===== config.mk =====
export PLATFORM = sky130hd
export DESIGN_NAME = dac_cfg_seq
export DESIGN_NICKNAME = d
export VERILOG_FILES = /design/src/rtl/dac_cfg_seq.sv
export SDC_FILE = /design/constraint.sdc
export NUM_CORES = 1
export LEC_CHECK = 0
export ABC_CLOCK_PERIOD_IN_PS = 1890
export CORE_UTILIZATION = 47
export CTS_CLUSTER_DIAMETER = 30
export DETAILED_ROUTE_END_ITERATION = 6
export PLACE_DENSITY = 0.77
export SLEW_MARGIN = 0
export SYNTH_ARGS = -nofsm -noshare
export SYNTH_HDL_FRONTEND = slang
export SYNTH_SLANG_ARGS = --single-unit

===== constraint.sdc =====
create_clock -name clk_i -period 1.89 [get_ports clk_i]
set_input_delay 0.2835 -clock clk_i [delete_from_list [all_inputs] [get_ports clk_i]]
set_output_delay 0.2835 -clock clk_i [all_outputs]
set_load 0.05 [all_outputs]

===== src/rtl/dac_cfg_seq.sv =====
// dac_cfg_seq: walks a configuration table and issues spi_cmd write/read
// transactions, with read-back verify, retry, timed delays and abort.
// Revision 1.0
`default_nettype none

module dac_cfg_seq #(
   parameter int TBL_AW     = 6,
   parameter int MAX_RETRY  = 3,
   parameter int GAP_CYCLES = 16
) (
   input  logic              clk_i,
   input  logic              rst_ni,
   input  logic              start_i,
   input  logic              abort_i,
   output logic [TBL_AW-1:0] tbl_index_o,
   input  logic [25:0]       tbl_entry_i,
   output logic              cmd_write_o,
   output logic              cmd_read_o,
   input  logic              cmd_write_ack_i,
   input  logic              cmd_read_ack_i,
   output logic [15:0]       write_addr_o,
   output logic [15:0]       read_addr_o,
   output logic [7:0]        write_data_o,
   input  logic [7:0]        read_data_i,
   output logic              busy_o,
   output logic              done_o,
   output logic              error_o,
   output logic [TBL_AW-1:0] err_index_o,
   output logic [7:0]        err_rdata_o
);

   localparam logic [3:0] S_IDLE   = 4'd0;
   localparam logic [3:0] S_FETCH  = 4'd1;
   localparam logic [3:0] S_DECODE = 4'd2;
   localparam logic [3:0] S_WR     = 4'd3;
   localparam logic [3:0] S_RD     = 4'd4;
   localparam logic [3:0] S_CHECK  = 4'd5;
   localparam logic [3:0] S_DLY    = 4'd6;
   localparam logic [3:0] S_GAP    = 4'd7;
   localparam logic [3:0] S_NEXT   = 4'd8;
   localparam logic [3:0] S_DONE   = 4'd9;
   localparam logic [3:0] S_ERR    = 4'd10;

   localparam logic [1:0]  OP_WR     = 2'b00;
   localparam logic [1:0]  OP_WRVFY  = 2'b01;
   localparam logic [1:0]  OP_DLY    = 2'b10;
   localparam logic [23:0] GAP_LOAD  = 24'(GAP_CYCLES - 1);
   localparam logic [3:0]  RETRY_MAX = 4'(MAX_RETRY);

   logic [3:0]        state_q, state_d;
   logic [TBL_AW-1:0] idx_q, idx_d;
   logic [25:0]       entry_q, entry_d;
   logic [23:0]       cnt_q, cnt_d;
   logic [3:0]        retry_q, retry_d;
   logic              retry_pend_q, retry_pend_d;
   logic              abort_pend_q, abort_pend_d;
   logic [7:0]        rdata_q, rdata_d;
   logic              done_q, done_d;
   logic              error_q, error_d;
   logic [TBL_AW-1:0] err_idx_q, err_idx_d;
   logic [7:0]        err_rdata_q, err_rdata_d;
   logic              abort_seen;

   always_ff @(posedge clk_i or negedge rst_ni) begin
      if (!rst_ni) begin
         state_q      <= S_IDLE;
         idx_q        <= '0;
         entry_q      <= '0;
         cnt_q        <= '0;
         retry_q      <= '0;
         retry_pend_q <= 1'b0;
         abort_pend_q <= 1'b0;
         rdata_q      <= '0;
         done_q       <= 1'b0;
         error_q      <= 1'b0;
         err_idx_q    <= '0;
         err_rdata_q  <= '0;
      end else begin
         state_q      <= state_d;
         idx_q        <= idx_d;
         entry_q      <= entry_d;
         cnt_q        <= cnt_d;
         retry_q      <= retry_d;
         retry_pend_q <= retry_pend_d;
         abort_pend_q <= abort_pend_d;
         rdata_q      <= rdata_d;
         done_q       <= done_d;
         error_q      <= error_d;
         err_idx_q    <= err_idx_d;
         err_rdata_q  <= err_rdata_d;
      end
   end

   // An abort during a frame is held until the ack; spi_cmd cannot drop a frame.
   assign abort_seen = abort_pend_q | abort_i;

   always_comb begin
      state_d      = state_q;
      idx_d        = idx_q;
      entry_d      = entry_q;
      cnt_d        = cnt_q;
      retry_d      = retry_q;
      retry_pend_d = retry_pend_q;
      abort_pend_d = abort_pend_q;
      rdata_d      = rdata_q;
      done_d       = done_q;
      error_d      = error_q;
      err_idx_d    = err_idx_q;
      err_rdata_d  = err_rdata_q;
      case (state_q)
         S_IDLE: begin
            if (start_i) begin
               idx_d        = '0;
               retry_d      = '0;
               retry_pend_d = 1'b0;
               abort_pend_d = 1'b0;
               done_d       = 1'b0;
               error_d      = 1'b0;
               state_d      = S_FETCH;
            end
         end
         S_FETCH: state_d = abort_i ? S_IDLE : S_DECODE;
         S_DECODE: begin
            entry_d = tbl_entry_i;
            cnt_d   = tbl_entry_i[23:0];
            case (tbl_entry_i[25:24])
               OP_WR, OP_WRVFY: state_d = S_WR;
               OP_DLY:          state_d = (tbl_entry_i[23:0] == '0) ? S_NEXT : S_DLY;
               default:         state_d = S_DONE;
            endcase
         end
         S_WR: begin
            if (abort_i) abort_pend_d = 1'b1;
            if (cmd_write_ack_i) begin
               cnt_d = GAP_LOAD;
               if (abort_seen)                          state_d = S_IDLE;
               else if (entry_q[25:24] == OP_WRVFY)     state_d = S_RD;
               else                                     state_d = S_GAP;
            end
         end
         S_RD: begin
            if (abort_i) abort_pend_d = 1'b1;
            if (cmd_read_ack_i) begin
               rdata_d = read_data_i;
               state_d = abort_seen ? S_IDLE : S_CHECK;
            end
         end
         S_CHECK: begin
            cnt_d = GAP_LOAD;
            if (rdata_q == entry_q[7:0]) begin
               retry_pend_d = 1'b0;
               state_d      = S_GAP;
            end else if (retry_q < RETRY_MAX) begin
               retry_d      = retry_q + 4'd1;
               retry_pend_d = 1'b1;
               state_d      = S_GAP;
            end else begin
               err_idx_d   = idx_q;
               err_rdata_d = rdata_q;
               state_d     = S_ERR;
            end
         end
         S_DLY: begin
            if (abort_i)             state_d = S_IDLE;
            else if (cnt_q == 24'd1) state_d = S_NEXT;
            else                     cnt_d   = cnt_q - 24'd1;
         end
         S_GAP: begin
            if (abort_i) begin
               state_d = S_IDLE;
            end else if (cnt_q == '0) begin
               retry_pend_d = 1'b0;
               state_d      = retry_pend_q ? S_WR : S_NEXT;
            end else begin
               cnt_d = cnt_q - 24'd1;
            end
         end
         S_NEXT: begin
            retry_d = '0;
            if (abort_i) begin
               state_d = S_IDLE;
            end else if (&idx_q) begin
               state_d = S_DONE;
            end else begin
               idx_d   = idx_q + 1'b1;
               state_d = S_FETCH;
            end
         end
         S_DONE: begin
            done_d  = 1'b1;
            state_d = S_IDLE;
         end
         S_ERR: begin
            error_d = 1'b1;
            state_d = S_IDLE;
         end
         default: state_d = S_IDLE;
      endcase
   end

   always_comb begin
      cmd_write_o  = (state_q == S_WR);
      cmd_read_o   = (state_q == S_RD);
      busy_o       = (state_q != S_IDLE);
      tbl_index_o  = idx_q;
      write_addr_o = entry_q[23:8];
      read_addr_o  = entry_q[23:8];
      write_data_o = entry_q[7:0];
      done_o       = done_q;
      error_o      = error_q;
      err_index_o  = err_idx_q;
      err_rdata_o  = err_rdata_q;
   end

endmodule

`default_nettype wire


# Yosys cells after proc, flatten, opt, wreduce, memory -nomap -nowiden

Cells that the tools add are included.

Multiplexer cells: 43
Add/sub/neg operators: 3
$lt $le $gt $ge: 1
Reductions and logical operators: 25
Bitwise logic cells: 3
Equality and inequality tests: 31

Operators with widths:

| cell                                                                    | count |
|---|---|
| 24-bit two-way mux                                                      | 5 |
| 24-bit one-hot mux with 5 select lines                                  | 1 |
| 4-bit two-way mux                                                       | 16 |
| 24-bit logical NOT                                                      | 2 |
| 4-bit one-hot mux with 9 select lines                                   | 1 |
| 24-bit by 1-bit equality test with 1-bit output (second input constant) | 1 |
| 24-bit by 1-bit subtractor with 24-bit output (second input constant)   | 1 |
| 2-bit inequality test (second input constant)                           | 10 |
| 6-bit two-way mux                                                       | 3 |
| 4-bit by 3-bit equality test with 1-bit output (second input constant)  | 4 |
| 4-bit equality test (second input constant)                             | 3 |
| 4-bit one-hot mux with 3 select lines                                   | 1 |
| 6-bit one-hot mux with 2 select lines                                   | 1 |
| 6-bit AND reduction                                                     | 2 |
| 5-bit AND reduction                                                     | 2 |
| 3-bit inequality test (second input constant)                           | 3 |
| 4-bit by 2-bit equality test with 1-bit output (second input constant)  | 2 |
| 8-bit equality test                                                     | 1 |
| 4-bit one-hot mux with 2 select lines                                   | 1 |
| 4-bit AND reduction                                                     | 2 |
| 2-bit nonzero test                                                      | 4 |
| 6-bit by 1-bit adder with 6-bit output (second input constant)          | 1 |
| 1-bit two-way mux                                                       | 6 |
| 3-bit two-way mux                                                       | 2 |
| 19 further kinds                                                        | 31 |

Bits in registers: 90
Input port bits: 40

# Longest topological paths before layout

Gate-level depths: netlist (run 1).

Depth after elaboration: 5
Depth in mapped cells: 8
Gate-level depth less buffers: 7

# Least setup slack after synthesis (run 1)

Ideal clock, no wire load.

Path kind: reg-to-reg
Start point: register state_q[1]
End point: register retry_q[0]
Required time: 1.765 ns
Stages on the path, launching flop included: 8
Arrival time: 2.059 ns
Path buffers: 2
Path slack: -0.293 ns
Setup time: 0.125 ns
Period minus slack after synthesis: 2.183 ns
Path through: dfrtp_1 > buf_6 > or4_1 > clkbuf_1 > nor2_2 > nor2_1 > and3_1 > mux2_2

Cells in the longest elaborated chain, start to end: 3
Elaborated cells between the ends (all ways): 9
Those cells by class: eq/ne (5); mux (1); reduce/logical (3)

Ends and longest elaborated chain:

| element                                                                      | RTL line | text |
|---|---|---|
| start: declaration                                                           | 50       | `logic [3:0] state_q, state_d;` |
| start signal: assignment                                                     | 79       | `state_q <= state_d;` |
| 4-bit by 3-bit equality test with 1-bit output, or another cell as far along | 110      | `case (state_q)` |
| 2-bit inequality test (no source line) or 3-bit nonzero test (tied branches) | -        |  |
| 4-bit AND reduction (no source line)                                         | -        |  |
| end signal: assignment                                                       | 83       | `retry_q <= retry_d;` |
| end: declaration                                                             | 54       | `logic [3:0] retry_q, retry_d;` |

Parallel ways exist; a longest one is shown, timed or not.
A chain may end at the register's enable or synchronous reset.

# Worst setup path after layout (run 1)

Start point: register state_q[1]
End point: register cnt_q[0]

Cells in the longest elaborated chain, start to end: 3
Elaborated cells between the ends (all ways): 13
Those cells by class: eq/ne (10); mux (1); reduce/logical (2)

Ends and longest elaborated chain:

| element                                                                                                          | RTL line | text |
|---|---|---|
| 4-bit by 2-bit equality test with 1-bit output or 4-bit by 3-bit equality test with 1-bit output (tied branches) | 110      |  |
| 5-bit nonzero test (no source line), or another cell as far along                                                | -        |  |
| 6-bit AND reduction (no source line)                                                                             | -        |  |
| end signal: assignment                                                                                           | 82       | `cnt_q <= cnt_d;` |
| end: declaration                                                                                                 | 53       | `logic [23:0] cnt_q, cnt_d;` |

Parallel ways exist; a longest one is shown, timed or not.

==> impl_metrics.toml, run 1 <==
[status]
outcome = "complete, but fails checks"
violations = "negative setup slack"

[synthesis]
synth_edf_count = 0
synth_common_cells = "90 x dfrtp_1, 49 x mux2_2, 42 x buf_4, 34 x nor2_1, 32 x a21oi_1"
netlist_instances = 502
yosysMostFrequentCell = "dfrtp_1"
yosysTopAreaCellShare = 0.437
synth.avg_cell_area_sq_um = 10.3
ys_seq_area_frac = 0.437
synth_seq_cells = 90
synth_fp_nets = 547
synth_cell_type_count = 72
ys.flop_type = "dfrtp_1"
async_flop_share = 1.00
ys_warn_count = 0
synth_top_cell_by_area = "dfrtp_1"
syn_area_sq_um = 5150
netlist_top_cells_area = "dfrtp_1 44%, mux2_2 11%, buf_4 6.1%"

[setup_path]
worst-path-stages = 9
crit_path_max_incr_delay_ps = 460
worst_path_max_delay_cell = "dfrtp_2"
cp.required_ps = 2160
crit_arrival_ps = 2380
r2r_cells = 9
crit_family = "compound AO/OA/AOI/OAI gates"
cp-start-kind = "flip-flop"
r2r_slack_ps = -220
criticalPathCategory = "reg2reg"
worstPathCellList = "buf_6, buf_6, and3_4, a2111oi_4, buf_4, o31a_1, buf_6, a31oi_1, o22a_1"
cp-end-kind = "flip-flop"
rr_endpoint = "cnt_q[0]$_DFFE_PN0P_"
critPathMaxFanout = 4
crit_buf_inv = 4
timing.rr.start = "state_q[1]$_DFFE_PN0P_"
crit_top_cell = "buf_6"
crit_start = "state_q[1]$_DFFE_PN0P_"
endpoint = "cnt_q[0]$_DFFE_PN0P_"

[place]
gp_congestion = 0.932
pre_cts_slack_ps = -319
post-place-cells = 795
dpl_cell_area_sq_um = 6890
dp_hpwl_mm = 11.0
io_buffer_count = 104

[sta]
rsz0062_at_grt = "true"
fin_crit_sh = 1.12
post-route-min-period_ps = 2110
fmax_mhz = 474
final_hold_viol_count = 0
slew_headroom = 0.645
finalSetupViolCount = 51
skew_ps = 13.8
worst_pin_slew_ps = 532
drv_slew = 0
setup_ws_ps = -219

[die]
die_area_sq_um = 11400
fp-row-count = 37
pin_count = 105
coreArea_sq_um = 10500
initial_utilization = 0.493
die_width_microns = 107
die_y_microns = 107

[global_route]
antenna_found_initial = 0
first_global_vias = 5110
grt_max_degree = 39
grt_pass1_wl_mm = 25.8
grt-ovfl-total = 0
track_usage = 0.292

[finish]
antenna_cells = 0
stdcell_area_sq_um = 8230
final_cells = 856
area_growth_pct = 59.8
num-nets-final = 760
utilization = 0.787
layout-drive-gt1-share = 0.474

[routing]
num_vias = 5109
drc = 0
ant_nets = 0
drt_iter0_drc = 359
wire_per_inst_microns = 20.6
wirelength_mm = 17.7
via_per_inst = 5.97
dr.pass1.iters = 5

[pwr]
ir_drop_v = 0.00130
powerDensity_nw_per_um2 = 1740
p_leak_nw = 3.75

[clock_tree]
clockRootBuffer = "clkbuf_8"
cts_tree = "built"
clock_latency_ps = 390
htree_levels = 3
clk_pin_slew_ps = 100
cts_buffer_depth = 2
cts_sinks = 90
cts_buffers = 9

[flow_run]
drv_cap = 0

[worst_hold_path]
hp-class = "in2async"
## metal layers
layer / wire length [microns] / up-vias / GRT usage
li1: - / 2256 / -
met1: 6970 / 2502 / 0.376
met2: 8840 / 292 / 0.484
met3: 1270 / 59 / 0.0590
met4: 581 / 0 / 0.110
met5: 0 / - / 0
## timing repair
action / in CTS / in global routing
gates resized for setup: 84 / 105
setup buffers: 32 / 10
hold endpoints to repair: 36 / 0
pin swaps: 33 / 28
hold buffers: 1 / 0
gates cloned: 3 / 1
setup endpoints to repair: 47 / 82
## registers in the layout (all words and copies together) (netlist names)
name          cells
err_rdata_o       8
state_q           4
retry_pend_q      1
rdata_q           8
error_o           1
tbl_index_o       6
err_index_o       6
cnt_q            24
done_o            1
entry_q          26
retry_q           4
abort_pend_q      1
## stage by stage
stage,total power (W),TNS (ps),hold slack [ps]
3_5_place_dp,0.0108,-7570,291
2_1_floorplan,0.00843,-274,-12.1
6_report,0.0143,-4970,413
4_1_cts,0.0133,-1510,427
5_1_grt,0.0149,-7480,458
3_3_place_gp,0.0106,-6480,290
## worst min path at each step
stage           start                        to  slack (ps)  cells after the start
6_report       rst_ni   entry_q[13]$_DFFE_PN0P_         410                      2
5_1_grt        rst_ni   entry_q[13]$_DFFE_PN0P_         460                      2
4_1_cts        rst_ni    rdata_q[6]$_DFFE_PN0P_         430                      2
3_5_place_dp   rst_ni   entry_q[13]$_DFFE_PN0P_         290                      1
3_3_place_gp   rst_ni   entry_q[13]$_DFFE_PN0P_         290                      1
2_1_floorplan  rst_ni  abort_pend_q$_DFFE_PN0P_         -10                      0
## layout by cell type (no fill, tap or decap), types with 4 or more instances in the layout
master	netlist	final
o21ai_2	1	16
o21ai_0	16	5
a32oi_1	7	7
and3_1	7	4
a21oi_1	32	27
nor4_4	2	5
dlymetal6s2s_1	0	19
buf_4	42	135
dfrtp_1	90	80
xnor2_1	5	4
buf_12	0	7
mux2_4	0	18
dfrtp_2	0	10
nor4_1	11	9
a2111oi_4	1	5
clkbuf_8	0	9
clkdlybuf4s50_1	0	66
o21ai_1	26	19
a22oi_1	9	6
a31oi_1	13	12
nor2_2	1	4
xor2_1	8	8
nand3_1	7	6
nor2_1	34	28
inv_1	14	11
nand2_1	16	15
nor3_1	13	10
ha_1	5	5
mux2_2	49	33
buf_6	2	35
## cell type report
class	instances	area, sq um
Clock buffer	9	124
Clock inverter	7	81.3
Timing Repair Buffer	269	2540
Tap cell	136	170
Multi-Input combinational cell	330	2990
Fill cell	609	2230
Sequential cell	90	2260
Inverter	15	62.6
## report_power, final
| part | switching [W] | internal (W) |
|---|---|---|
| Clock | 0.000855 | 0.000531 |
| Combinational | 0.00528 | 0.00432 |
| Sequential | 0.000678 | 0.00265 |
## logic make-up (layout without fill, tap and decap cells)
group,Yosys count,after routing,synth area share
AOI/OAI and AO/OA,139,140,0.183
buffers and inverters,83,300,0.0971
xor gates and xnor gates,13,13,0.0221
DFF,90,90,0.437
and+or+nand+nor,120,120,0.135
adders and majority gates,5,5,0.0121
muxes,52,52,0.113
Power figures use the tool's default switching activity.
==> inputs of run 2 (changes only) <==
CORE_MARGIN = 2   (was default)
==> run 2 against run 1 <==
Effect of this change:
- the flow still finishes with violations (negative setup slack)
- critical path type is now reg2out
- worst setup slack better by 3.2 ps
- clock power is 9% lower
- final cell count is 2.6% lower
- sequential power is 1% lower
==> impl_metrics.toml, run 2 (synthesis gave the netlist of run 1 again) <==
[setup_path]
rr_endpoint = "cnt_q[12]$_DFFE_PN0P_"
cp-end-kind = "primary output"
critPathMaxFanout = 4
cp-start-kind = "flip-flop"
timing.rr.start = "state_q[0]$_DFFE_PN0P_"
r2r_cells = 10
criticalPathCategory = "reg2out"
cp.required_ps = 1610
r2r_slack_ps = -210
crit_arrival_ps = 1820

[finish]
area_growth_pct = 49.9
nFillCells = 774
utilization = 0.719
final_cell_mix = "129 x buf_4, 82 x dfrtp_1, 71 x clkdlybuf4s50_1"
reg_top3 = "entry_q x26, cnt_q x24"
antenna_cells = 0
final_common_cell = "buf_4"
top_register = "entry_q"
stdcell_area_sq_um = 7720
num-nets-final = 734
layout-drive-gt1-share = 0.416
largest_register_ffs = 26

[pwr]
ir_drop_v = 0.000997
powerDensity_nw_per_um2 = 1710
p_leak_nw = 3.55

[routing]
route.met2.wl_mm = 7.83
drt_iter0_drc = 366
routed.top_layer = "met4"
via_per_inst = 5.75
num_vias = 4792
wire_per_inst_microns = 19.0
dr.pass1.iters = 5
ant_nets = 0
wl_met3_microns = 900
wirelength_mm = 15.9
wl_met1_mm = 6.80
drc = 0

[clock_tree]
cts_buffers = 9
clockRootBuffer = "clkbuf_8"
cts_buffer_depth = 2
cts_sinks = 90
clock_latency_ps = 390
cts_tree = "built"
clk_pin_slew_ps = 110
htree_levels = 3

[die]
die_y_microns = 109
die_width_microns = 109
fp-row-count = 38
pin_count = 105
die_area_sq_um = 11800
coreArea_sq_um = 10700
initial_utilization = 0.480

[place]
dpl_cell_area_sq_um = 6870
dp_hpwl_mm = 10.9
io_buffer_count = 104
gp_congestion = 0.924

[sta]
setup_ws_ps = -216
fin_crit_sh = 1.11
skew_ps = 15.5
finalSetupViolCount = 68
post-route-min-period_ps = 2110
drv_slew = 0
final_hold_viol_count = 0
worst_pin_slew_ps = 524
slew_headroom = 0.650
fmax_mhz = 475
rsz0062_at_grt = "true"

[global_route]
grt_max_degree = 55
first_global_vias = 4694
grt-ovfl-total = 0
antenna_found_initial = 0
track_usage = 0.267
grt_pass1_wl_mm = 24.3

[status]
outcome = "complete, but fails checks"
violations = "negative setup slack"

[worst_hold_path]
hp-class = "in2async"

[flow_run]
drv_cap = 0
-- run 2: cell count changes in the layout (fill, tap and decap cells not counted), moves of 4 or more --
cell,change
buf_4,-6
buf_6,-22
clkdlybuf4s50_1,+5
dlymetal6s2s_1,-4
mux2_2,+14
mux2_4,-15
o21ai_1,+8
o21ai_2,-6
-- run 2: critical path, stage by stage, from the launching register on --
cell     delay, ps
dfrtp_2        450
buf_6          130
or4b_4         550
inv_4           80
buf_6          100
buf_12         120
-- run 2: where the power goes --
group / internal (W) / switching (W) / leakage [nW]
combinational: 0.00380 / 0.00485 / 2.34
sequential: 0.00265 / 0.000641 / 1.12
clock: 0.000495 / 0.000774 / 0.0888
total: 0.00694 / 0.00626 / 3.55
-- run 2: worst max path at each step --
| stage | from | end | slack [ps] |
|---|---|---|---|
| floorplan | state_q[1]$_DFFE_PN0P_ | rdata_q[0]$_DFFE_PN0P_ | -30 |
| global placement | cnt_q[15]$_DFFE_PN0P_ | cnt_q[12]$_DFFE_PN0P_ | -210 |
| detailed placement | cnt_q[16]$_DFFE_PN0P_ | cnt_q[12]$_DFFE_PN0P_ | -240 |
| CTS | state_q[0]$_DFFE_PN0P_ | cmd_read_o | -220 |
| global route | state_q[0]$_DFFE_PN0P_ | cnt_q[12]$_DFFE_PN0P_ | -290 |
| finish | state_q[0]$_DFFE_PN0P_ | cmd_read_o | -220 |
-- run 2: cell type report --
cell class                 instances  area (sq um)  share of cell area
timing repair buffer             243          2280               0.295
clock buffer                      10           128              0.0165
tap                              140           175              0.0227
sequential                        90          2260               0.293
clock inverter                     6          50.0             0.00648
inverter                          15          58.8             0.00761
multi-input combinational        330          2770               0.359
-- run 2: timing repair --
| action | in CTS | in global routing |
|---|---|---|
| gates resized for setup | 52 | 64 |
| buffers inserted | 17 | 5 |
| hold endpoints to repair | 36 | 0 |
| pin swaps | 5 | 17 |
| hold buffers | 1 | 0 |
| cloned | 3 | 1 |
| endpoints found under the setup margin | 86 | 104 |
-- run 2: through the flow --
| step | setup TNS (ps) | power (W) | setup WS (ps) | hold slack, ps | instances |
|---|---|---|---|---|---|
| 3_5_place_dp | -6440 | 0.0107 | -239 | 132 | 793 |
| 6_report | -6470 | 0.0132 | -216 | 270 | 834 |
| 3_3_place_gp | -5430 | 0.0105 | -209 | 126 | 793 |
| 4_1_cts | -3690 | 0.0126 | -224 | 264 | 829 |
| 2_1_floorplan | -274 | 0.00843 | -25.2 | -12.1 | 502 |
| 5_1_grt | -11070 | 0.0138 | -293 | 295 | 834 |
-- run 2: routing by layer --
metal,GRT usage,vias up
met5,0,-
met4,0.107,0
met3,0.0389,27
met2,0.424,188
met1,0.369,2378
li1,-,2199
